===== src/rtl/fifo_uart_sequencer.sv =====
// fifo_uart_sequencer: pops 16-bit samples from the FIFO and ships each one
// over the UART transmitter as an optional header byte plus two data bytes.
module fifo_uart_sequencer #(
    parameter bit         HEADER_EN   = 1'b1,
    parameter logic [7:0] HEADER_BYTE = 8'hA5,
    parameter int         GAP_CYCLES  = 16
) (
    input  logic        mclk,
    input  logic        rst,
    input  logic        enable,
    input  logic        freeze,
    input  logic        fifo_empty,
    input  logic [15:0] fifo_q,
    output logic        fifo_rdreq,
    input  logic        tx_busy,
    output logic        tx_start,
    output logic [7:0]  tx_data,
    output logic        busy,
    output logic        frame_done,
    output logic [15:0] frame_count
);

    typedef enum logic [2:0] {
        IDLE,
        RD,
        LOAD,
        SEND,
        WHI,
        WLO,
        GAP
    } state_t;

    localparam logic [1:0] LAST_IDX = HEADER_EN ? 2'd2 : 2'd1;
    localparam int GW = (GAP_CYCLES > 1) ? $clog2(GAP_CYCLES) : 1;
    localparam logic [GW-1:0] GAP_LAST =
        GW'((GAP_CYCLES > 0) ? GAP_CYCLES - 1 : 0);

    state_t        state_q, state_d;
    logic [15:0]   hold_q, hold_d;
    logic [1:0]    idx_q, idx_d;
    logic [GW-1:0] gap_q, gap_d;
    logic          rdreq_q, rdreq_d;
    logic          start_q, start_d;
    logic [7:0]    data_q, data_d;
    logic          done_q, done_d;
    logic [15:0]   count_q, count_d;
    logic [7:0]    cur_byte;

    // Byte order on the wire: [header,] high byte, low byte.
    always_comb begin
        cur_byte = hold_q[7:0];
        if (HEADER_EN) begin
            unique case (idx_q)
                2'd0:    cur_byte = HEADER_BYTE;
                2'd1:    cur_byte = hold_q[15:8];
                default: cur_byte = hold_q[7:0];
            endcase
        end else begin
            cur_byte = (idx_q == 2'd0) ? hold_q[15:8] : hold_q[7:0];
        end
    end

    always_comb begin
        state_d = state_q;
        hold_d  = hold_q;
        idx_d   = idx_q;
        gap_d   = gap_q;
        rdreq_d = 1'b0;
        start_d = 1'b0;
        data_d  = data_q;
        done_d  = 1'b0;
        count_d = count_q;
        unique case (state_q)
            IDLE: begin
                // tx_busy also covers a byte still draining after a reset
                if (enable && !freeze && !fifo_empty && !tx_busy) begin
                    rdreq_d = 1'b1;
                    state_d = RD;
                end
            end
            RD: state_d = LOAD;
            LOAD: begin
                hold_d  = fifo_q;
                idx_d   = 2'd0;
                state_d = SEND;
            end
            SEND: begin
                data_d  = cur_byte;
                start_d = 1'b1;
                state_d = WHI;
            end
            WHI: begin
                if (tx_busy)
                    state_d = WLO;
            end
            WLO: begin
                if (!tx_busy) begin
                    if (idx_q == LAST_IDX) begin
                        done_d  = 1'b1;
                        count_d = count_q + 16'd1;
                        gap_d   = '0;
                        state_d = (GAP_CYCLES == 0) ? IDLE : GAP;
                    end else begin
                        idx_d   = idx_q + 2'd1;
                        state_d = SEND;
                    end
                end
            end
            GAP: begin
                if (gap_q == GAP_LAST)
                    state_d = IDLE;
                else
                    gap_d = gap_q + GW'(1);
            end
            default: state_d = IDLE;
        endcase
    end

    always_ff @(posedge mclk) begin
        if (rst) begin
            state_q <= IDLE;
            hold_q  <= '0;
            idx_q   <= '0;
            gap_q   <= '0;
            rdreq_q <= 1'b0;
            start_q <= 1'b0;
            data_q  <= '0;
            done_q  <= 1'b0;
            count_q <= '0;
        end else begin
            state_q <= state_d;
            hold_q  <= hold_d;
            idx_q   <= idx_d;
            gap_q   <= gap_d;
            rdreq_q <= rdreq_d;
            start_q <= start_d;
            data_q  <= data_d;
            done_q  <= done_d;
            count_q <= count_d;
        end
    end

    assign fifo_rdreq  = rdreq_q;
    assign tx_start    = start_q;
    assign tx_data     = data_q;
    assign busy        = (state_q != IDLE);
    assign frame_done  = done_q;
    assign frame_count = count_q;

endmodule


===== config.mk =====
export PLATFORM = sky130hd
export DESIGN_NAME = fifo_uart_sequencer
export DESIGN_NICKNAME = d
export VERILOG_FILES = /design/src/rtl/fifo_uart_sequencer.sv
export SDC_FILE = /design/constraint.sdc
export NUM_CORES = 1
export LEC_CHECK = 0
export CAP_MARGIN = 20
export CORE_MARGIN = 1
export CORE_UTILIZATION = 62
export DETAILED_ROUTE_END_ITERATION = 16
export DONT_BUFFER_PORTS = 1
export GPL_TIMING_DRIVEN = 0
export PLACE_DENSITY = 0.75
export SYNTH_ARGS = -nofsm -noshare
export SYNTH_HDL_FRONTEND = slang
export SYNTH_SLANG_ARGS = --single-unit

===== constraint.sdc =====
create_clock -name mclk -period 2 [get_ports mclk]
set_input_delay 0.4 -clock mclk [delete_from_list [all_inputs] [get_ports mclk]]
set_output_delay 0.4 -clock mclk [all_outputs]
set_load 0.05 [all_outputs]

==> run_results.csv <==
group,metric,value,unit
clock_network,cts_tree,"done",
critical_path,cp-start-kind,"register",
power_and_ir_drop,fin_total_pwr,0.002630,W
power_and_ir_drop,leakage,0.8730,nW
critical_path,path_cells,"or3b_1, buf_4, or4_4, or3_1, a21oi_1",
clock_network,numCtsBuffers,5,
global_route,overflow,0,
drt,via_per_inst,6.018,
synth,yosysUniqueCellTypes,43,
floorplanning,die_h,62.94,um
place,placed_cells,328,
timing,period_share,94.49,%
clock_network,cts_sinks,52,
run,maxCapViolations,0,
timing,drv_slew,0,
final_layout,stdcell_count,336,
clock_network,insertion_delay,0.30,ns
synth,netlist_area,2302,sq um
critical_path,end_kind,"register",
final_layout,drive_gt1_share,13.79,%
drt,wl_per_cell,15.87,um
global_route,grt_pass1_wl,8.825,mm
floorplanning,row_count,21,
clock_network,root_buffer,"clkbuf_8",
critical_path,crit_type,"register to register",
hold_path,hold_path_class,"input pin to register",
timing,finalHoldViolations,0,
power_and_ir_drop,power.share.clock,29.6,%
synth,synthCells,282,
synth,yosysTopAreaCell,"dfxtp_1",
drt,drt_iter0_drc,118,
critical_path,r2r-start,"state_q[0]",
synth,ys_seq_elements,52,
clock_network,ctsLongestPathBuffers,2,
power_and_ir_drop,internal_power,0.001772,W
global_route,grt_pass1_vias,1857,
critical_path,ff2ff_setup_slack,0.11,ns
global_route,antenna_found_initial,0,
final_layout,area_delta_synth_final,11.58,%
drt,drt-total-wl,5.333,mm
power_and_ir_drop,p_per_area,1024,nW/um^2
timing,fin_ws,0.1101,ns
hold_path,hold_depth,2,
critical_path,r2r-end,"frame_count[14]",
floorplanning,initial_utilization,66.88,%
floorplanning,ios,50,
final_layout,final_common_cell,"nand2_1",
timing,finalSetupViolCount,0,
critical_path,arrival,2.13,ns
run_status,outcome,"finished clean",
floorplanning,die_area,3961,sq um
global_route,grt_max_degree,16,
synth,yosys-top-cells-area,"dfxtp_1 45%, nand2_1 6.8%, a21oi_1 6.5%",
drt,firstDrtPassIters,4,
timing,fin_skew,0.005587,ns
critical_path,crit_path_top_delay_cell,"or4_4",
final_layout,mostFrequentLayoutCells,"42 x nand2_1, 40 x dfxtp_1, 31 x nor2_1",
critical_path,slowest_delay,0.52,ns
critical_path,path_max_fanout,7,
final_layout,antennaDiodeCount,0,
place,place_ws,-0.1831,ns
synth,syn_nets,309,
power_and_ir_drop,comb_power_share,22.2,%
floorplanning,core,3442,sq um
global_route,grtUsageTotal,28.78,%
clock_network,htree_levels,2,
place,dpl.hpwl,3.605,mm
power_and_ir_drop,swShare,32.63,%
synth,yosysSeqAreaShare,45.22,%
final_layout,nets,316,
synth,synth.top_cell.area_share,45.22,%
timing,max-slew-margin-rel,59.65,%
power_and_ir_drop,ir_drop,827.6,uV
drt,drc,0,
hold_path,hold_end,"state_q[0]",
timing,rsz0062_at_grt,"no",
synth,synth_warnings,0,
place,routabilityCongestion,0.8150,
floorplanning,die_w,62.94,um
hold_path,min_from,"tx_busy",
critical_path,r2r_cells,5,
critical_path,worstPathRequired,2.24,ns
timing,period_minus_slack,1.890,ns
power_and_ir_drop,p_switching,0.0008582,W
timing,max_clock_freq,0.5291,GHz
timing,tightest_slew,0.6030,ns
place,portBuffers,0,
clock_network,cts-hold-fix-buffers,0,
drt,num_vias,2022,
drt,drt.antenna.violating_nets,0,
clock_network,clk_pin_slew,0.09,ns
synth,avgSynthCellArea,8.164,sq um
power_and_ir_drop,seqPwrFrac,48.1,%
==> worst max path at each step <==
stage          depth (start not counted)            from              end  slack [ns]
2_1_floorplan                          4  frame_count[2]  frame_count[14]        0.07
5_1_grt                                5      state_q[0]  frame_count[14]       0.004
3_3_place_gp                           4  frame_count[8]  frame_count[11]       -0.16
4_1_cts                                3      state_q[2]             busy       0.009
6_report                               5      state_q[0]  frame_count[14]        0.11
3_5_place_dp                           4  frame_count[3]  frame_count[11]       -0.18
==> final cells by class <==
| type | count | area, sq um |
|---|---|---|
| clock inverters | 1 | 30.03 |
| repair buffers | 2 | 15.01 |
| inverters | 7 | 26.28 |
| flip-flops and latches | 52 | 1066 |
| plain buffers | 13 | 56.30 |
| fillers | 282 | 873.3 |
| clock buffers | 7 | 96.34 |
| multi-input cells | 208 | 1221 |
| well taps | 46 | 57.56 |
==> timing repair <==
| item | 4_1_cts | 5_1_grt |
|---|---|---|
| pin swaps | 1 | 2 |
| buffers inserted | 1 | 1 |
| gates cloned | 0 | 0 |
| gates resized for setup | 8 | 18 |
| setup endpoints to repair | 16 | 21 |
==> power by group through the flow <==
stage / Combinational, W / Sequential [W] / Clock [W]
floorplan: 0.000453 / 0.00127 / 0
global placement: 0.000547 / 0.00128 / 0
detailed placement: 0.000553 / 0.00129 / 0
CTS: 0.000563 / 0.00126 / 0.000789
global route: 0.000664 / 0.00128 / 0.000830
finish: 0.000584 / 0.00127 / 0.000780
==> routing by layer <==
layer	global-route usage, %	up-vias	share of wire, %
li1	-	993	-
met4	10.47	0	1.1
met3	7.299	6	6.0
met1	38.79	969	45
met2	44.09	54	48
met5	0	-	0
==> cell usage after synthesis (all sizes together) <==
library cell	number
a211oi	4
nand4b	1
and3	5
nand3	7
o31ai	1
inv	7
or4b	1
and4	1
mux2i	2
xor2	3
or4	2
and2b	1
o21ai	6
nor2b	4
ha	5
nand4	5
and3b	2
nor3	15
or2b	1
nand3b	1
a21o	1
dfxtp	52
a21oi	30
or2	1
a221o	1
a2111oi	4
xnor2	6
a31oi	1
a31o	3
a22oi	2
buf	2
nor3b	6
or3	1
nor2	31
clkbuf	13
nand2	42
or3b	1
o21ba	1
nor4	4
nand2b	2
and2	4
==> worst max-delay path, delay by kind of cell, from the launching register on <==
kind	cells	cell delay (ns)
AND/OR/NAND/NOR	3	1.17
buffers and inverters	1	0.17
flip-flops	1	0.35
AO/OA/AOI/OAI	1	0.14
==> logic make-up after synthesis <==
kind of cell             synth area share, %
AO/OA/AOI/OAI                          14.24
XOR/XNOR                               3.424
adder cells (fa/ha/maj)                2.717
buffers and inverters                  3.696
flip-flops                             45.22
multiplexers                          0.8696
AND/OR/NAND/NOR                        29.84
==> registers in the layout, summed over array words and instances (netlist names) <==
| register | count |
|---|---|
| tx_start | 1 |
| tx_data | 8 |
| frame_done | 1 |
| frame_count | 16 |
| state_q | 3 |
| idx_q | 2 |
| fifo_rdreq | 1 |
| gap_q | 4 |
| hold_q | 16 |
==> through the flow <==
stage               util (%)  TNS [ns]  instance area [sq um]  hold WS (ns)
finish                 74.63         0                   2569        0.2143
global route           74.63         0                   2569        0.2059
CTS                    73.32         0                   2524        0.2134
detailed placement     68.77    -1.289                   2367        0.4417
global placement       68.77    -1.175                   2367        0.4379
floorplan                  -         0                   2310        0.4315
Power figures use the tool's default switching activity.
